$ cat config.mk
export PLATFORM = sky130hd
export DESIGN_NAME = ram_slot_allocator_flat
export DESIGN_NICKNAME = d
export VERILOG_FILES = /design/src/rtl/ram_slot_allocator_if.sv /design/src/rtl/ram_slot_allocator.sv /design/src/flat_wrapper.sv
export SDC_FILE = /design/constraint.sdc
export NUM_CORES = 1
export LEC_CHECK = 0
export BUFFER_PORTS_ARGS = -buffer_cell sky130_fd_sc_hd__buf_2
export CORE_UTILIZATION = 48
export DETAILED_ROUTE_END_ITERATION = 10
export PLACE_DENSITY = 0.75
export REMOVE_ABC_BUFFERS = 1
export SETUP_SLACK_MARGIN = 0.15
export SYNTH_ARGS = -nofsm -noshare
export SYNTH_HDL_FRONTEND = slang
export SYNTH_SLANG_ARGS = --single-unit
$ cat constraint.sdc
create_clock -name i_clk -period 2.8 [get_ports i_clk]
set_clock_uncertainty 0.1 [all_clocks]
set_input_delay 0.14 -clock i_clk [delete_from_list [all_inputs] [get_ports i_clk]]
set_output_delay 0.14 -clock i_clk [all_outputs]
set_load 0.1 [all_outputs]
$ cat src/rtl/ram_slot_allocator_if.sv
// Handshake bundle between the slot allocator, its requesters and the external FirstZero finder.
// The slave side is the allocator; the master side drives requests and the finder result.
interface ram_slot_allocator_if #(
    parameter int SIZE_RAM     = 32,
    parameter int SIZE_RAM_LOG = 5
);
    logic                    flush;
    logic                    alloc_req;
    logic                    free_en;
    logic [SIZE_RAM_LOG-1:0] free_idx;
    logic [SIZE_RAM_LOG-1:0] first_zero;
    logic [SIZE_RAM-1:0]     ram_valid;
    logic                    alloc_gnt;
    logic                    alloc_fail;
    logic [SIZE_RAM_LOG-1:0] alloc_idx;
    logic [SIZE_RAM_LOG:0]   used_cnt;
    logic                    full;
    logic                    empty;
    logic                    err_free;

    modport slave (
        input  flush, alloc_req, free_en, free_idx, first_zero,
        output ram_valid, alloc_gnt, alloc_fail, alloc_idx, used_cnt, full, empty, err_free
    );

    modport master (
        output flush, alloc_req, free_en, free_idx, first_zero,
        input  ram_valid, alloc_gnt, alloc_fail, alloc_idx, used_cnt, full, empty, err_free
    );
endinterface

$ cat src/rtl/ram_slot_allocator.sv
// Owns the RAM slot occupancy bitmap: grants the finder's lowest free slot, retires freed
// slots, tracks occupancy and flags frees of unallocated slots. Every output is registered.
module ram_slot_allocator #(
    parameter int SIZE_RAM     = 32,
    parameter int SIZE_RAM_LOG = 5
) (
    input logic                  i_clk,
    input logic                  i_rst,
    ram_slot_allocator_if.slave  io_bus
);
    localparam int CNT_W = SIZE_RAM_LOG + 1;

    logic [SIZE_RAM-1:0]     r_valid;
    logic [CNT_W-1:0]        r_cnt;
    logic                    r_full;
    logic                    r_empty;
    logic                    r_gnt;
    logic                    r_fail;
    logic [SIZE_RAM_LOG-1:0] r_idx;
    logic                    r_err;

    logic                    w_grant;
    logic                    w_fail;
    logic                    w_free_ok;
    logic                    w_free_bad;
    logic [SIZE_RAM-1:0]     w_set_mask;
    logic [SIZE_RAM-1:0]     w_clr_mask;
    logic [SIZE_RAM-1:0]     w_valid_next;
    logic [CNT_W-1:0]        w_cnt_next;

    // Fullness comes from the registered flag only; the finder wraps to 0 when every bit is set.
    // Alloc and free both look at the pre-update bitmap, so a free never rescues a full alloc.
    always_comb begin
        w_grant    = io_bus.alloc_req && !r_full;
        w_fail     = io_bus.alloc_req && r_full;
        w_free_ok  = io_bus.free_en && r_valid[io_bus.free_idx];
        w_free_bad = io_bus.free_en && !r_valid[io_bus.free_idx];
        w_set_mask = '0;
        w_clr_mask = '0;
        if (w_grant) begin
            w_set_mask[io_bus.first_zero] = 1'b1;
        end
        if (w_free_ok) begin
            w_clr_mask[io_bus.free_idx] = 1'b1;
        end
        w_valid_next = (r_valid | w_set_mask) & ~w_clr_mask;
        w_cnt_next   = r_cnt + CNT_W'(w_grant) - CNT_W'(w_free_ok);
    end

    always_ff @(posedge i_clk) begin
        if (i_rst) begin
            r_valid <= '0;
            r_cnt   <= '0;
            r_full  <= 1'b0;
            r_empty <= 1'b1;
            r_gnt   <= 1'b0;
            r_fail  <= 1'b0;
            r_idx   <= '0;
            r_err   <= 1'b0;
        end else if (io_bus.flush) begin
            r_valid <= '0;
            r_cnt   <= '0;
            r_full  <= 1'b0;
            r_empty <= 1'b1;
            r_gnt   <= 1'b0;
            r_fail  <= 1'b0;
            r_idx   <= '0;
        end else begin
            r_valid <= w_valid_next;
            r_cnt   <= w_cnt_next;
            r_full  <= &w_valid_next;
            r_empty <= (w_cnt_next == '0);
            r_gnt   <= w_grant;
            r_fail  <= w_fail;
            if (w_grant) begin
                r_idx <= io_bus.first_zero;
            end
            if (w_free_bad) begin
                r_err <= 1'b1;
            end
        end
    end

    assign io_bus.ram_valid  = r_valid;
    assign io_bus.used_cnt   = r_cnt;
    assign io_bus.full       = r_full;
    assign io_bus.empty      = r_empty;
    assign io_bus.alloc_gnt  = r_gnt;
    assign io_bus.alloc_fail = r_fail;
    assign io_bus.alloc_idx  = r_idx;
    assign io_bus.err_free   = r_err;
endmodule

$ cat src/flat_wrapper.sv
// flat-port wrapper written by rule: the top's interface ports become plain ports
module ram_slot_allocator_flat 
#(
    parameter int SIZE_RAM     = 32,
    parameter int SIZE_RAM_LOG = 5
)
  (i_clk, i_rst, io_bus_flush, io_bus_alloc_req, io_bus_free_en, io_bus_free_idx, io_bus_first_zero, io_bus_ram_valid, io_bus_alloc_gnt, io_bus_alloc_fail, io_bus_alloc_idx, io_bus_used_cnt, io_bus_full, io_bus_empty, io_bus_err_free);
  ram_slot_allocator_if #(.SIZE_RAM(SIZE_RAM), .SIZE_RAM_LOG(SIZE_RAM_LOG)) io_bus_i ();
  input logic i_clk;
  input logic i_rst;
  input wire logic [$bits(io_bus_i.flush)-1:0] io_bus_flush;
  input wire logic [$bits(io_bus_i.alloc_req)-1:0] io_bus_alloc_req;
  input wire logic [$bits(io_bus_i.free_en)-1:0] io_bus_free_en;
  input wire logic [$bits(io_bus_i.free_idx)-1:0] io_bus_free_idx;
  input wire logic [$bits(io_bus_i.first_zero)-1:0] io_bus_first_zero;
  output wire logic [$bits(io_bus_i.ram_valid)-1:0] io_bus_ram_valid;
  output wire logic [$bits(io_bus_i.alloc_gnt)-1:0] io_bus_alloc_gnt;
  output wire logic [$bits(io_bus_i.alloc_fail)-1:0] io_bus_alloc_fail;
  output wire logic [$bits(io_bus_i.alloc_idx)-1:0] io_bus_alloc_idx;
  output wire logic [$bits(io_bus_i.used_cnt)-1:0] io_bus_used_cnt;
  output wire logic [$bits(io_bus_i.full)-1:0] io_bus_full;
  output wire logic [$bits(io_bus_i.empty)-1:0] io_bus_empty;
  output wire logic [$bits(io_bus_i.err_free)-1:0] io_bus_err_free;
  assign io_bus_i.flush = io_bus_flush;
  assign io_bus_i.alloc_req = io_bus_alloc_req;
  assign io_bus_i.free_en = io_bus_free_en;
  assign io_bus_i.free_idx = io_bus_free_idx;
  assign io_bus_i.first_zero = io_bus_first_zero;
  assign io_bus_ram_valid = io_bus_i.ram_valid;
  assign io_bus_alloc_gnt = io_bus_i.alloc_gnt;
  assign io_bus_alloc_fail = io_bus_i.alloc_fail;
  assign io_bus_alloc_idx = io_bus_i.alloc_idx;
  assign io_bus_used_cnt = io_bus_i.used_cnt;
  assign io_bus_full = io_bus_i.full;
  assign io_bus_empty = io_bus_i.empty;
  assign io_bus_err_free = io_bus_i.err_free;
  ram_slot_allocator #(.SIZE_RAM(SIZE_RAM), .SIZE_RAM_LOG(SIZE_RAM_LOG)) u_core (.i_clk(i_clk), .i_rst(i_rst), .io_bus(io_bus_i));
endmodule
==> flow_metrics.py, run 1 <==
metrics = {
    "timing": {
        "hold_slack_ps": 36.4,
        "rsz0062_at_grt": "true",
        "fin_ws_ps": -240,
        "max_freq_ghz": 0.329,
        "slew_headroom": 0.487,
        "hold_viol_final": 0,
        "drv_slew": 0,
        "period_needed_ps": 3040,
        "setup_viol": 4,
        "fin_setup_tns_ps": -316,
        "period_share": 1.09,
        "worstMarginPinSlew_ps": 766,
    },
    "yosys": {
        "synth_cell_type_count": 48,
        "seq_area_frac_synth": 0.363,
        "synthSimpleGateAreaFrac": 0.236,
        "yosysWarnings": 0,
        "synth.area.mux_share": 0.0604,
        "synth.avg_cell_area_um2": 8.72,
        "yosys.area.top_type": "dfxtp_1",
        "syn_area_um2": 2650,
        "synth-seq-cells": 48,
        "synthArstFlopShare": 0,
        "synth_edf_count": 0,
        "yosys-top-cells-area": "dfxtp_1 (36%), a21oi_1 (7.6%), a211oi_1 (6.8%), mux2i_1 (6.0%), and2_1 (3.5%)",
        "synth_adder_area_share": 0.0359,
        "synthFlopType": "dfxtp_1",
        "synth_top_family_by_area": "simple AND/OR/NAND/NOR gates",
        "synth_compound_area_frac": 0.227,
        "synth_top_cell_area_share": 0.363,
        "synthCells": 304,
        "synthXorXnorAreaFrac": 0.0165,
    },
    "worst_setup_path": {
        "path_delay_family": "adder cells",
        "cpPeakStageDelay_ps": 360,
        "worst-path-max-fanout": 2,
        "worst_setup_path_start_kind": "flop",
        "slowest_stage": "o41ai_2",
        "crit_path_cell_trace": "mux2i_1 -> nor3_2 -> o41ai_2 -> nand4_2 -> nand2_2 -> inv_2 -> ha_4 -> inv_2 -> ha_4 -> fa_2 -> buf_4 -> xnor2_2 -> nand2_1 -> o31ai_1 -> nor2b_1",
        "crit_buf_inv": 3,
        "cp.arrival_ps": 3190,
        "cp.required_ps": 2950,
        "cp-end-kind": "flop",
        "crit_type": "flop to flop",
    },
    "grt": {
        "grt.total_usage": 0.311,
        "grt.overflow.total": 0,
        "antenna_found_initial": 0,
        "grt_max_degree": 33,
        "first_global_vias": 2789,
        "grt_pass1_wl_um": 14200,
    },
    "floorplanning": {
        "start_util": 0.509,
        "die_h_um": 76.3,
        "rows": 26,
        "core_um2": 5200,
        "ioPinCount": 63,
        "dieArea_um2": 5820,
        "die_x_um": 76.3,
    },
    "clock_network": {
        "clk_path_buf_depth": 2,
        "cts_sinks": 48,
        "cts_tree": "built",
        "insertion_delay_ps": 310,
        "cts_inserted_buffers": 5,
        "clk_pin_slew_ps": 90,
        "root_buffer": "clkbuf_8",
        "h-tree-depth": 2,
    },
    "power_and_ir_drop": {
        "power_density_nw_per_um2": 420,
        "power.total_mw": 1.56,
        "vdd_drop_max_mv": 0.222,
        "p_leak_nw": 1.68,
    },
    "cells_and_area": {
        "nets": 448,
        "stdcell_area_um2": 3720,
        "syn_to_final_growth_pct": 40.3,
        "diodes": 0,
        "drive_above_1_share": 0.398,
    },
    "placement": {
        "hpwlAfterDp_um": 6280,
        "place_area_um2": 3440,
        "io_buffers": 62,
        "place_congestion": 0.978,
        "dp_slack_ps": -520,
    },
    "detailed_routing": {
        "detail-route-antenna-nets": 0,
        "vias_per_cell": 5.92,
        "drt_iter0_markers": 294,
        "dr.pass1.iters": 5,
        "drc": 0,
        "wl_um": 9120,
        "wire_per_inst_um": 18.4,
        "num_vias": 2943,
    },
    "job": {
        "drv_cap": 0,
    },
    "run_status": {
        "status": "finished, violations left",
        "failed_checks": "setup timing",
    },
    "worst_hold_path": {
        "hp-class": "primary input to flop",
    },
}
worst reg2reg max path: cells and delay by family (launching register included):
kind            cells  cell delay [ps]
fa+ha+maj           3              760
simple gates        5              590
compound gates      2              570
flops               1              340
buf+inv             3              250
mux                 1              190
xor+xnor            1              170
state kept, by name, indices dropped and copies added (netlist names):
| name | cells |
|---|---|
| u_core.io_bus.ram_valid | 32 |
| u_core.io_bus.used_cnt | 6 |
| u_core.io_bus.alloc_idx | 5 |
| u_core.io_bus.alloc_fail | 1 |
| u_core.io_bus.alloc_gnt | 1 |
| u_core.io_bus.empty | 1 |
| u_core.io_bus.err_free | 1 |
| u_core.io_bus.full | 1 |
metal layers:
metal	track usage	wire [um]	share of wire	vias up
met4	0.137	191	0.021	0
met5	0	0	0	-
met1	0.422	3930	0.43	1395
met2	0.490	4310	0.47	163
li1	-	-	-	1366
met3	0.0455	687	0.075	19
layout by cell type (no fill, tap or decap), types with 3 or more instances in the layout:
| cell | count |
|---|---|
| and3b_1 | 3 |
| ha_1 | 4 |
| nor4_2 | 3 |
| nor2_1 | 14 |
| nor3b_1 | 9 |
| nand3_1 | 3 |
| a31oi_1 | 4 |
| nor2b_1 | 4 |
| o21ai_0 | 3 |
| dfxtp_1 | 47 |
| clkbuf_8 | 6 |
| buf_2 | 61 |
| a21oi_2 | 3 |
| a21oi_1 | 37 |
| nand2b_1 | 5 |
| buf_4 | 72 |
| nor3_1 | 10 |
| o32ai_1 | 4 |
| and2_1 | 15 |
| inv_1 | 8 |
| a21o_1 | 4 |
| a211oi_1 | 24 |
| and3_1 | 5 |
| nand2_1 | 15 |
| mux2i_1 | 16 |
| inv_2 | 4 |
| nor4_1 | 4 |
| nand4_1 | 3 |
kinds of logic after synthesis:
group / Yosys count
XOR/XNOR: 5
multiplexers: 16
AO/OA/AOI/OAI: 91
buffers and inverters: 32
flip-flops: 48
adder cells (fa/ha/maj): 7
AND/OR/NAND/NOR: 105
timing repair:
action,in CTS,in global routing
hold buffers,1,0
setup buffers,1,5
hold endpoints to repair,1,0
setup endpoints to repair,6,7
gates resized for setup,15,9
pin swaps,18,15
synthesized netlist by cell type (all sizes together), types with 5 or more instances:
library cell,number
a211oi,24
nand2,16
nor3b,9
nor3,11
dfxtp,48
mux2i,16
nor4,7
a21oi,40
ha,6
and2,15
buf,13
nand2b,5
inv,12
clkbuf,7
and3,5
nor2,15
layout make-up:
cell class                 count  area [um2]
clock buffer                   6        82.6
inverter                      12        45.0
sequential                    48         962
clock inverter                 2        38.8
timing repair buffer         135         876
multi-input combinational    224        1630
fill                         420        1490
tap                           70        87.6
worst paths after layout:
path	start	to	slack, ps	depth (start not counted)
min reg2reg	u_core.io_bus.alloc_idx[3]	u_core.io_bus.alloc_idx[3]	360	2
min	io_bus_first_zero[1]	u_core.io_bus.alloc_idx[1]	40	3
max reg2reg	u_core.io_bus.ram_valid[30]	u_core.io_bus.empty	-240	15
max	u_core.io_bus.ram_valid[30]	u_core.io_bus.empty	-240	15
metrics by stage:
stage,std cells,utilization
after global routing,497,0.714
after floorplan,284,-
after CTS,492,0.698
after global placement,482,0.660
after detailed placement,482,0.660
final,497,0.714
report_power, final:
part	leakage (nW)	switching, mW	internal (mW)
clock network	0.0614	0.244	0.292
registers	0.389	0.00695	0.694
logic	1.23	0.220	0.102
(Power assumes the default switching activity.)
==> run 2, diff against run 1 <==
--- a/config.mk
+++ b/config.mk
@@ -8,6 +8,7 @@
 export BUFFER_PORTS_ARGS = -buffer_cell sky130_fd_sc_hd__buf_2
 export CORE_UTILIZATION = 48
 export DETAILED_ROUTE_END_ITERATION = 10
+export HOLD_SLACK_MARGIN = 0.08
 export PLACE_DENSITY = 0.75
 export REMOVE_ABC_BUFFERS = 1
 export SETUP_SLACK_MARGIN = 0.15
==> run 2 against run 1 <==
The run still ends with setup timing left; total power increased by 0.92%; wire length is 3.2% higher; combinational power rose by 3%; clock power rose by 0.9%; core utilization grew 1.3 points; non-clock buffer count is 7 higher; maximum frequency rose by 0.36%; first-iteration DRC count rose by 8.8%; critical path type unchanged.
==> flow_metrics.py, run 2 (synthesis results as in run 1) <==
metrics = {
    "worst_setup_path": {
        "slowest_stage": "o41ai_2",
        "reg2reg_from": "u_core.io_bus.ram_valid[30]",
        "rrSetupSlack_ps": -230,
        "cp-end-kind": "flop",
        "worst-path-max-fanout": 2,
        "cp.required_ps": 2950,
        "crit_type": "flop to flop",
        "cpPeakStageDelay_ps": 360,
        "crit_path_cell_trace": "mux2i_1 -> nor3_2 -> o41ai_2 -> nand4_2 -> nand2_2 -> inv_2 -> ha_4 -> inv_2 -> ha_4 -> fa_2 -> buf_4 -> xnor2_2 -> nand2_1 -> o31ai_1 -> nor2b_1",
        "crit_buf_inv": 3,
        "worst_setup_path_start_kind": "flop",
        "path_delay_family": "adder cells",
        "cp-startpoint": "u_core.io_bus.ram_valid[30]",
        "cp.arrival_ps": 3180,
    },
    "detailed_routing": {
        "vias_per_cell": 5.98,
        "drt_iter0_markers": 320,
        "dr.pass1.iters": 5,
        "drc": 0,
        "detail-route-antenna-nets": 0,
        "num_vias": 3013,
        "wire_per_inst_um": 18.7,
        "wl_um": 9420,
    },
    "cells_and_area": {
        "diodes": 0,
        "final_cell_mix": "buf_4 (72), buf_2 (61), dfxtp_1 (47)",
        "regArea_um2": 962,
        "final_common_cell": "buf_4",
        "drive_above_1_share": 0.392,
        "multi_input_area_um2": 1630,
        "nets": 455,
        "postLayoutCoreUtil": 0.728,
        "largest_reg_flops": 32,
        "syn_to_final_growth_pct": 43.0,
        "stdcell_area_um2": 3790,
        "n_fill_cell": 406,
    },
    "timing": {
        "drv_slew": 0,
        "fin_ws_ps": -229,
        "slew_headroom": 0.476,
        "fin_setup_tns_ps": -286,
        "max_freq_ghz": 0.330,
        "worstMarginPinSlew_ps": 783,
        "period_needed_ps": 3030,
        "hold_slack_ps": 200,
        "rsz0062_at_grt": "true",
        "period_share": 1.08,
        "hold_viol_final": 0,
        "setup_viol": 4,
    },
    "power_and_ir_drop": {
        "vdd_drop_max_mv": 0.250,
        "power_density_nw_per_um2": 416,
        "p_leak_nw": 1.71,
    },
    "floorplanning": {
        "core_um2": 5200,
        "start_util": 0.509,
        "ioPinCount": 63,
        "rows": 26,
        "dieArea_um2": 5820,
        "die_h_um": 76.3,
        "die_x_um": 76.3,
    },
    "clock_network": {
        "cts_sinks": 48,
        "h-tree-depth": 2,
        "clk_path_buf_depth": 2,
        "cts_inserted_buffers": 5,
        "cts_tree": "built",
        "clk_pin_slew_ps": 90,
        "insertion_delay_ps": 310,
        "root_buffer": "clkbuf_8",
    },
    "grt": {
        "grt_pass1_wl_um": 14400,
        "antenna_found_initial": 0,
        "grt.overflow.total": 0,
        "first_global_vias": 2834,
        "grt.total_usage": 0.317,
        "grt_max_degree": 33,
    },
    "run_status": {
        "failed_checks": "setup timing",
        "status": "finished, violations left",
    },
    "placement": {
        "io_buffers": 62,
        "place_congestion": 0.978,
        "place_area_um2": 3440,
        "hpwlAfterDp_um": 6280,
        "dp_slack_ps": -520,
    },
    "worst_hold_path": {
        "hp-class": "primary input to flop",
        "hold_start": "io_bus_alloc_req",
    },
    "job": {
        "drv_cap": 0,
    },
}
run 2: cell count changes in the layout (fill, tap and decap cells not counted), sizes merged:
cell | previous run | this run
dlygate4sd3 | 1 | 8
run 2: worst paths after layout:
kind,to,cells after the start
worst max-delay path,u_core.io_bus.empty,15
worst max register to register,u_core.io_bus.empty,15
worst min-delay path,u_core.io_bus.alloc_gnt,4
worst min register to register,u_core.io_bus.alloc_idx[1],2
run 2: through the flow:
| stage | instances | power (mW) |
|---|---|---|
| floorplan | 284 | 0.898 |
| global placement | 482 | 1.01 |
| detailed placement | 482 | 1.01 |
| CTS | 499 | 1.55 |
| global route | 504 | 1.62 |
| finish | 504 | 1.57 |
run 2: timing repair:
item                                    4_1_cts  5_1_grt
pin swaps                                    18       15
setup buffers                                 1        5
resized for setup                            15        9
endpoints found under the setup margin        6        7
hold endpoints to repair                      7        0
hold buffers                                  8        0
run 2: routing by layer:
layer  wire length (um)  vias to the layer above  track usage
met3                784                       33       0.0467
met2               4420                      191        0.500
met1               3940                     1405        0.427
li1                   -                     1384            -
met4                272                        0        0.142
met5                  0                        -            0
run 2: final cells by class:
cell class,count,area share
multi-input cells,224,0.429
inverters,12,0.0119
repair buffers,142,0.250
flip-flops and latches,48,0.254
clock inverters,2,0.0102
well taps,70,0.0231
clock buffers,6,0.0218
run 2: report_power, final:
group          leakage (nW)  internal, mW  switching [mW]  total, mW
clock network        0.0614         0.292           0.249      0.541
registers             0.389         0.695         0.00694      0.701
logic                  1.26         0.109           0.223      0.333
run 2: worst min-delay path: cells and delay by family:
family,cells,cell delay (ps)
and+or+nand+nor,2,140
buffers and inverters,2,290
